--- config.mk ---
export PLATFORM = sky130hd
export DESIGN_NAME = ldm_stm_seq
export DESIGN_NICKNAME = d
export VERILOG_FILES = /design/src/rtl/ldm_stm_seq.sv
export SDC_FILE = /design/constraint.sdc
export NUM_CORES = 1
export LEC_CHECK = 0
export ABC_AREA = 1
export CORE_MARGIN = 3
export CORE_UTILIZATION = 40
export DETAILED_ROUTE_END_ITERATION = 8
export GPL_TIMING_DRIVEN = 0
export PLACE_DENSITY = 0.78
export SLEW_MARGIN = 20
export SYNTH_ARGS = -nofsm -noshare
export SYNTH_HDL_FRONTEND = slang
export SYNTH_SLANG_ARGS = --single-unit
--- constraint.sdc ---
create_clock -name clk -period 5.57 [get_ports clk]
set_input_delay 1.114 -clock clk [delete_from_list [all_inputs] [get_ports clk]]
set_output_delay 1.114 -clock clk [all_outputs]
set_load 0.01 [all_outputs]
--- src/rtl/ldm_stm_seq.sv ---
// LDM/STM/PUSH/POP sequencer: one word transfer per set mask bit, then base writeback.
// Latency: start at T -> first mem_req at T+1 -> done at T+cnt+1 with zero-wait memory.
// Backpressure: each transfer holds req/addr/reg until mem_ack; LDM_STM_TIMEOUT_EN adds a wait limit.
module ldm_stm_seq #(
   parameter int unsigned MAX_WAIT = 15
) (
   input  logic        clk,
   input  logic        rst,
   input  logic        start,
   input  logic        is_load,
   input  logic [15:0] reg_mask,
   input  logic [31:0] base_addr,
   input  logic [3:0]  rn_addr,
   input  logic        add,
   input  logic        index,
   input  logic        wback,
   input  logic        mem_ack,
   input  logic [31:0] mem_rdata,
   input  logic [31:0] rf_rdata,
   output logic        busy,
   output logic        mem_req,
   output logic        mem_we,
   output logic [31:0] mem_addr,
   output logic [31:0] mem_wdata,
   output logic [3:0]  rf_addr,
   output logic        rf_w_en,
   output logic [31:0] rf_wdata,
   output logic        pc_load,
   output logic        wb_en,
   output logic [3:0]  wb_addr,
   output logic [31:0] wb_data,
   output logic        done,
   output logic        fault
);

   typedef enum logic [1:0] {IDLE, XFER, WBACK} state_t;

   state_t      state_q, state_d;
   logic        is_load_q, is_load_d;
   logic [15:0] mask_q, mask_d;       // registers still to transfer
   logic [3:0]  rn_q, rn_d;
   logic        wback_q, wback_d;
   logic        base_ld_q, base_ld_d; // base is overwritten by the load itself
   logic [31:0] addr_q, addr_d;
   logic [31:0] final_q, final_d;

   logic [4:0]  cnt;
   logic [31:0] offset;
   logic [3:0]  cur_reg;
   logic        timeout;

   // Number of registers in the incoming list
   always_comb begin
      cnt = '0;
      for (int i = 0; i < 16; i++) cnt = cnt + {4'd0, reg_mask[i]};
   end

   assign offset = {25'd0, cnt, 2'b00};

   // Lowest-numbered remaining register goes out first, so it lands at the lowest address
   always_comb begin
      cur_reg = '0;
      for (int i = 15; i >= 0; i--) if (mask_q[i]) cur_reg = 4'(i);
   end

`ifdef LDM_STM_TIMEOUT_EN
   localparam logic [3:0] WAIT_LIM = 4'(MAX_WAIT);
   logic [3:0] wait_q, wait_d;

   assign timeout = (state_q == XFER) && (wait_q == WAIT_LIM);

   always_comb begin
      wait_d = '0;
      if (state_q == XFER && !mem_ack && !timeout) wait_d = wait_q + 4'd1;
   end

   // Wait counter: cycles spent on the current transfer without an ack
   always_ff @(posedge clk) begin
      if (!rst) wait_q <= '0;
      else      wait_q <= wait_d;
   end
`else
   logic unused_max_wait;
   assign unused_max_wait = (MAX_WAIT != 0);
   assign timeout         = 1'b0;
`endif

   // State register and latched sequence context
   always_ff @(posedge clk) begin
      if (!rst) begin
         state_q   <= IDLE;
         is_load_q <= 1'b0;
         mask_q    <= '0;
         rn_q      <= '0;
         wback_q   <= 1'b0;
         base_ld_q <= 1'b0;
         addr_q    <= '0;
         final_q   <= '0;
      end else begin
         state_q   <= state_d;
         is_load_q <= is_load_d;
         mask_q    <= mask_d;
         rn_q      <= rn_d;
         wback_q   <= wback_d;
         base_ld_q <= base_ld_d;
         addr_q    <= addr_d;
         final_q   <= final_d;
      end
   end

   // Next-state and control outputs
   always_comb begin
      state_d   = state_q;
      is_load_d = is_load_q;
      mask_d    = mask_q;
      rn_d      = rn_q;
      wback_d   = wback_q;
      base_ld_d = base_ld_q;
      addr_d    = addr_q;
      final_d   = final_q;
      mem_req   = 1'b0;

      case (state_q)
         IDLE: begin
            if (start) begin
               is_load_d = is_load;
               mask_d    = reg_mask;
               rn_d      = rn_addr;
               wback_d   = wback;
               base_ld_d = is_load && reg_mask[rn_addr];
               if (add) addr_d = index ? base_addr + 32'd4 : base_addr;
               else     addr_d = index ? base_addr - offset : base_addr - offset + 32'd4;
               final_d   = add ? base_addr + offset : base_addr - offset;
               state_d   = (cnt == 5'd0) ? WBACK : XFER;
            end
         end
         XFER: begin
            if (timeout) begin
               // Abandon the sequence; loads already committed stay committed
               mask_d  = '0;
               state_d = IDLE;
            end else begin
               mem_req = 1'b1;
               if (mem_ack) begin
                  mask_d = mask_q & (mask_q - 16'd1);
                  addr_d = addr_q + 32'd4;
                  if (mask_d == 16'd0) state_d = WBACK;
               end
            end
         end
         WBACK:   state_d = IDLE;
         default: state_d = IDLE;
      endcase
   end

   assign busy      = (state_q != IDLE);
   assign mem_we    = mem_req && !is_load_q;
   assign mem_addr  = addr_q;
   assign mem_wdata = rf_rdata;
   assign rf_addr   = cur_reg;
   assign rf_w_en   = mem_req && mem_ack && is_load_q;
   assign rf_wdata  = mem_rdata;
   assign pc_load   = rf_w_en && (cur_reg == 4'd15);
   assign wb_en     = (state_q == WBACK) && wback_q && !base_ld_q;
   assign wb_addr   = rn_q;
   assign wb_data   = final_q;
   assign done      = (state_q == WBACK) || timeout;
   assign fault     = timeout;

endmodule

==> impl_table.tex <==
\begin{tabular}{lr}
\hline
Metric & Value \\
\hline
\multicolumn{2}{l}{\textbf{Place}} \\
PortBufs & 189 \\
Final GP Congestion & 1.01 \\
Total placed cells including tap cells & 2,120 \\
Half-perimeter wire length of the detailed placement result & 34,800 um \\
\multicolumn{2}{l}{\textbf{Yosys}} \\
Yosys warnings & 0 \\
Primary FF master, synth & sky130\_fd\_sc\_hd\_\_dfxtp\_1 \\
Number of synthesized register bits & 89 \\
Top area cells in the synthesized netlist & sky130\_fd\_sc\_hd\_\_dfxtp\_1 19\%, sky130\_fd\_sc\_hd\_\_nand2\_1 15\%, sky130\_fd\_sc\_hd\_\_inv\_1 7.3\%, sky130\_fd\_sc\_hd\_\_nor2\_1 6.7\%, sky130\_fd\_sc\_hd\_\_o21ai\_0 6.1\% \\
Largest area contributor in the netlist & sky130\_fd\_sc\_hd\_\_dfxtp\_1 \\
Library cells used by synthesis & 50 \\
Count of flip-flops with a built-in enable after synthesis & 0 \\
Post-synthesis instance area & 9520 um\^{}2 \\
Async set or reset register ratio after synthesis & 0\% \\
Register area share after synthesis & 18.7\% \\
Proportion of netlist area held by the largest area contributor & 18.7\% \\
Synth Instances & 1,618 \\
Post-synth net total & 1,773 \\
Per-instance average area after synthesis & 5.89 um\^{}2 \\
\multicolumn{2}{l}{\textbf{Global routing}} \\
Largest net degree at the start of global routing & 16 \\
Overflow left after global routing & 0 \\
Wire length of the first global-routing pass & 67,300 um \\
Via count of the first global-routing pass & 11,600 \\
Total GRT Usage & 33.4\% \\
Initial antenna violation count & 1 \\
\multicolumn{2}{l}{\textbf{Layout}} \\
Fraction of final layout cells sized beyond drive strength 1 & 25.9\% \\
Number of standard cells in the layout, taps in and fillers out & 2,221 \\
Post-layout net count & 2,058 \\
Number of fill cells & 2,209 \\
N\_diodes & 0 \\
Signed area change from the synthesized netlist to the final layout & 48.6\% \\
\multicolumn{2}{l}{\textbf{Run}} \\
Max-Cap Viols & 0 \\
\multicolumn{2}{l}{\textbf{Route}} \\
Count of routing violations after the opening detailed-route iteration & 1,599 \\
Routed WL per cell & 20.9 um \\
Number of remaining DRC errors & 0 \\
1st-pass router iterations & 5 \\
Post-route ant nets & 0 \\
Total Routed Length & 46,500 um \\
Mean number of vias per cell & 5.78 \\
Vias post-DR & 12,800 \\
\multicolumn{2}{l}{\textbf{Outcome}} \\
Violated checks & setup timing \\
Outcome & finished with violations \\
\multicolumn{2}{l}{\textbf{Floorplanning}} \\
Standard-cell row count & 55 \\
Core Region & 23,000 um\^{}2 \\
Die Y-Extent & 160 um \\
IO Count & 268 \\
Total die area & 25,700 um\^{}2 \\
Initial Util & 41.4\% \\
Horizontal extent of the die & 160 um \\
\multicolumn{2}{l}{\textbf{Timing}} \\
Part of the cycle the worst path needs & 113\% \\
Max Fclk & 159 MHz \\
Setup skew after layout & 0.0126 ns \\
Setup-violating endpoint count in the final report & 52 \\
Number of max-slew violations in the final report & 0 \\
Post-Route Setup TNS & -22.28 ns \\
Final hold viol count & 0 \\
Worst-margin pin slew & 1.05 ns \\
Worst max-slew margin expressed relative to the limit & 30.0\% \\
Setup repair after global routing missed its margin & yes \\
Worst setup slack after layout & -0.704 ns \\
Min cycle time layout & 6.27 ns \\
Worst hold slack & 0.467 ns \\
\multicolumn{2}{l}{\textbf{Setup path}} \\
FF-to-FF End & wb\_data[28]\$\_SDFFE\_PN0P\_ \\
Buffers \& Inverters on Critical Path & 8 \\
Setup slack on the worst flop-to-flop path & 2.84 ns \\
Cell with the largest stage delay on the worst path & sky130\_fd\_sc\_hd\_\_fa\_2 \\
CP Max Fanout & 6 \\
Arrival time of the worst setup path & 6.50 ns \\
Critical R2R Launch & state\_q[1]\$\_SDFFE\_PN0P\_ \\
Path type of the worst setup path & in2reg \\
Setup crit start kind & input port \\
Length in cells of the worst reg-to-reg path & 6 \\
Highest cell delay on the worst timing path & 0.63 ns \\
Worst EP required & 5.80 ns \\
Largest delay share family, worst path & adder cells \\
Critical path endpoint category & flip-flop \\
\multicolumn{2}{l}{\textbf{CTS}} \\
Clock tree from TritonCTS & built \\
Insertion delay to the later sink of the worst-skew pair & 0.37 ns \\
Post-cts hold buffer count & 0 \\
Clk root buf & sky130\_fd\_sc\_hd\_\_clkbuf\_16 \\
Max Root-Sink Buffers & 2 \\
Maximum level of the CTS H-tree & 3 \\
CTS clk-pin slew, worst paths & 0.07 ns \\
Total clock buffers created by CTS & 9 \\
Total clock sinks & 89 \\
\multicolumn{2}{l}{\textbf{Power}} \\
Cell Pwr Density & 437 nW/um\^{}2 \\
Peak supply drop & 0.483 mV \\
Static leakage & 5.93 nW \\
\multicolumn{2}{l}{\textbf{Hold path}} \\
Class of the tightest hold or removal check & reg2reg \\
Critical hold path startpoint & wb\_data[26]\$\_SDFFE\_PN0P\_ \\
Cells on Worst Hold Path & 2 \\
Worst Hold Path EP & wb\_data[26]\$\_SDFFE\_PN0P\_ \\
\hline
\end{tabular}
tightest hold or removal path, delay by kind of cell (launching register included):
family / cells / cell delay, ns
flip-flops: 1 / 0.31
AND/OR/NAND/NOR: 1 / 0.06
AO/OA/AOI/OAI: 1 / 0.05
cell families (layout without fill, tap and decap cells):
logic type | Yosys count | in the layout | synth area share (%)
AO/OA/AOI/OAI | 320 | 320 | 18.8
multiplexers | 1 | 1 | 0.105
adder cells (fa/ha/maj) | 31 | 31 | 5.02
flip-flops | 89 | 89 | 18.7
AND/OR/NAND/NOR | 812 | 812 | 38.3
XOR/XNOR | 34 | 34 | 3.13
other | 1 | 1 | 0.0394
buffers and inverters | 330 | 620 | 15.9
worst max-delay path by stage:
| stage | from | endpoint | slack (ns) | cells past startpoint |
|---|---|---|---|---|
| floorplan | reg_mask[11] | mem_addr[31]$_SDFFE_PN0P_ | -0.25 | 30 |
| global placement | reg_mask[5] | mem_addr[13]$_SDFFE_PN0P_ | -1.51 | 30 |
| detailed placement | reg_mask[5] | mem_addr[13]$_SDFFE_PN0P_ | -1.54 | 30 |
| CTS | reg_mask[11] | mem_addr[14]$_SDFFE_PN0P_ | -0.52 | 29 |
| global route | reg_mask[11] | mem_addr[29]$_SDFFE_PN0P_ | -0.80 | 34 |
| finish | reg_mask[11] | mem_addr[18]$_SDFFE_PN0P_ | -0.70 | 28 |
routing by layer:
layer / share of wire, % / global-route usage, %
met5: 0.026 / 0
met4: 5.7 / 14.1
met3: 11 / 6.24
met2: 44 / 51.8
met1: 39 / 45.4
area by class of cell:
type                       instances  area, um^2  share of cell area, %
multi-input combinational       1199        7520                   53.1
inverter                         199         767                   5.42
clock inverter                     6        65.1                  0.460
tap                              313         392                   2.77
buffer                           130         759                   5.37
clock buffer                      10         239                   1.69
sequential                        89        1780                   12.6
timing repair buffer             275        2630                   18.6
report_power, final:
part	switching (mW)	internal (mW)
Combinational	2.63	1.79
Clock	0.305	0.362
Sequential	0.240	0.863
through the flow:
| stage | utilization, % | setup WS, ns | total power [mW] | cell area [um^2] |
|---|---|---|---|---|
| floorplan | - | -0.249 | 3.11 | 9730 |
| global placement | 52.3 | -1.51 | 4.37 | 12000 |
| detailed placement | 52.3 | -1.54 | 4.43 | 12000 |
| CTS | 58.2 | -0.520 | 5.59 | 13400 |
| global route | 61.6 | -0.800 | 6.49 | 14200 |
| finish | 61.6 | -0.704 | 6.18 | 14200 |
cell usage after synthesis (4+ instances only):
library cell                 n
sky130_fd_sc_hd__nor2_4      6
sky130_fd_sc_hd__xnor2_1     4
sky130_fd_sc_hd__inv_1     185
sky130_fd_sc_hd__nand4_1    32
sky130_fd_sc_hd__nor3_1     25
sky130_fd_sc_hd__buf_4      67
sky130_fd_sc_hd__o21ai_0   117
sky130_fd_sc_hd__dfxtp_1    89
sky130_fd_sc_hd__nand3_1   114
sky130_fd_sc_hd__nor3_2      4
sky130_fd_sc_hd__a21oi_1   109
sky130_fd_sc_hd__clkbuf_1   54
sky130_fd_sc_hd__nand2_2    19
sky130_fd_sc_hd__inv_2      11
sky130_fd_sc_hd__nor2_1    169
sky130_fd_sc_hd__nand2_1   382
sky130_fd_sc_hd__nand3b_1    8
sky130_fd_sc_hd__o211ai_1   30
sky130_fd_sc_hd__xor2_1     30
sky130_fd_sc_hd__nor2_2     30
sky130_fd_sc_hd__fa_1       12
sky130_fd_sc_hd__nor4_1      7
sky130_fd_sc_hd__a31oi_1    31
sky130_fd_sc_hd__buf_2       4
sky130_fd_sc_hd__o221ai_1    6
sky130_fd_sc_hd__buf_1       4
sky130_fd_sc_hd__o21ai_1     9
sky130_fd_sc_hd__o31ai_1     5
sky130_fd_sc_hd__ha_1       19
layout by cell type (no fill, tap or decap), types with 5 or more instances in the layout:
master                            synthesis  routed
sky130_fd_sc_hd__nand2_1                382     301
sky130_fd_sc_hd__clkdlybuf4s50_1          0     180
sky130_fd_sc_hd__inv_1                  185     165
sky130_fd_sc_hd__nor2_1                 169     137
sky130_fd_sc_hd__buf_4                   67     124
sky130_fd_sc_hd__o21ai_0                117      99
sky130_fd_sc_hd__a21oi_1                109      89
sky130_fd_sc_hd__dfxtp_1                 89      89
sky130_fd_sc_hd__nand3_1                114      79
sky130_fd_sc_hd__nand2_2                 19      65
sky130_fd_sc_hd__clkbuf_1                54      54
sky130_fd_sc_hd__nor2_4                   6      42
sky130_fd_sc_hd__nand2_4                  0      35
sky130_fd_sc_hd__nand4_1                 32      32
sky130_fd_sc_hd__buf_6                    2      30
sky130_fd_sc_hd__o211ai_1                30      30
sky130_fd_sc_hd__a31oi_1                 31      29
sky130_fd_sc_hd__nand3_2                  3      29
sky130_fd_sc_hd__xor2_1                  30      27
sky130_fd_sc_hd__nor2_2                  30      26
sky130_fd_sc_hd__inv_2                   11      26
sky130_fd_sc_hd__nor3_1                  25      21
sky130_fd_sc_hd__a21oi_2                  3      20
sky130_fd_sc_hd__o21ai_1                  9      16
sky130_fd_sc_hd__ha_1                    19      11
sky130_fd_sc_hd__buf_2                    4      10
sky130_fd_sc_hd__nand3_4                  1      10
sky130_fd_sc_hd__o21ai_2                  0      10
sky130_fd_sc_hd__clkbuf_16                0       9
sky130_fd_sc_hd__nand3b_1                 8       8
sky130_fd_sc_hd__fa_1                    12       8
sky130_fd_sc_hd__nor4_1                   7       7
sky130_fd_sc_hd__ha_4                     0       7
sky130_fd_sc_hd__nor3_2                   4       5
sky130_fd_sc_hd__o221ai_1                 6       5
repair_timing:
action,4_1_cts,5_1_grt
setup endpoints to repair,56,55
setup buffers,46,43
endpoints found under the hold margin,0,0
resized for setup,238,129
pin swaps,103,89
registers in the layout (all words and copies together), names as in the netlist:
register	cells
wb_data	32
mem_addr	32
base_ld_q	1
state_q	2
is_load_q	1
mask_q	16
wb_addr	4
wback_q	1
Note: power is estimated with default switching activity, not from simulation.
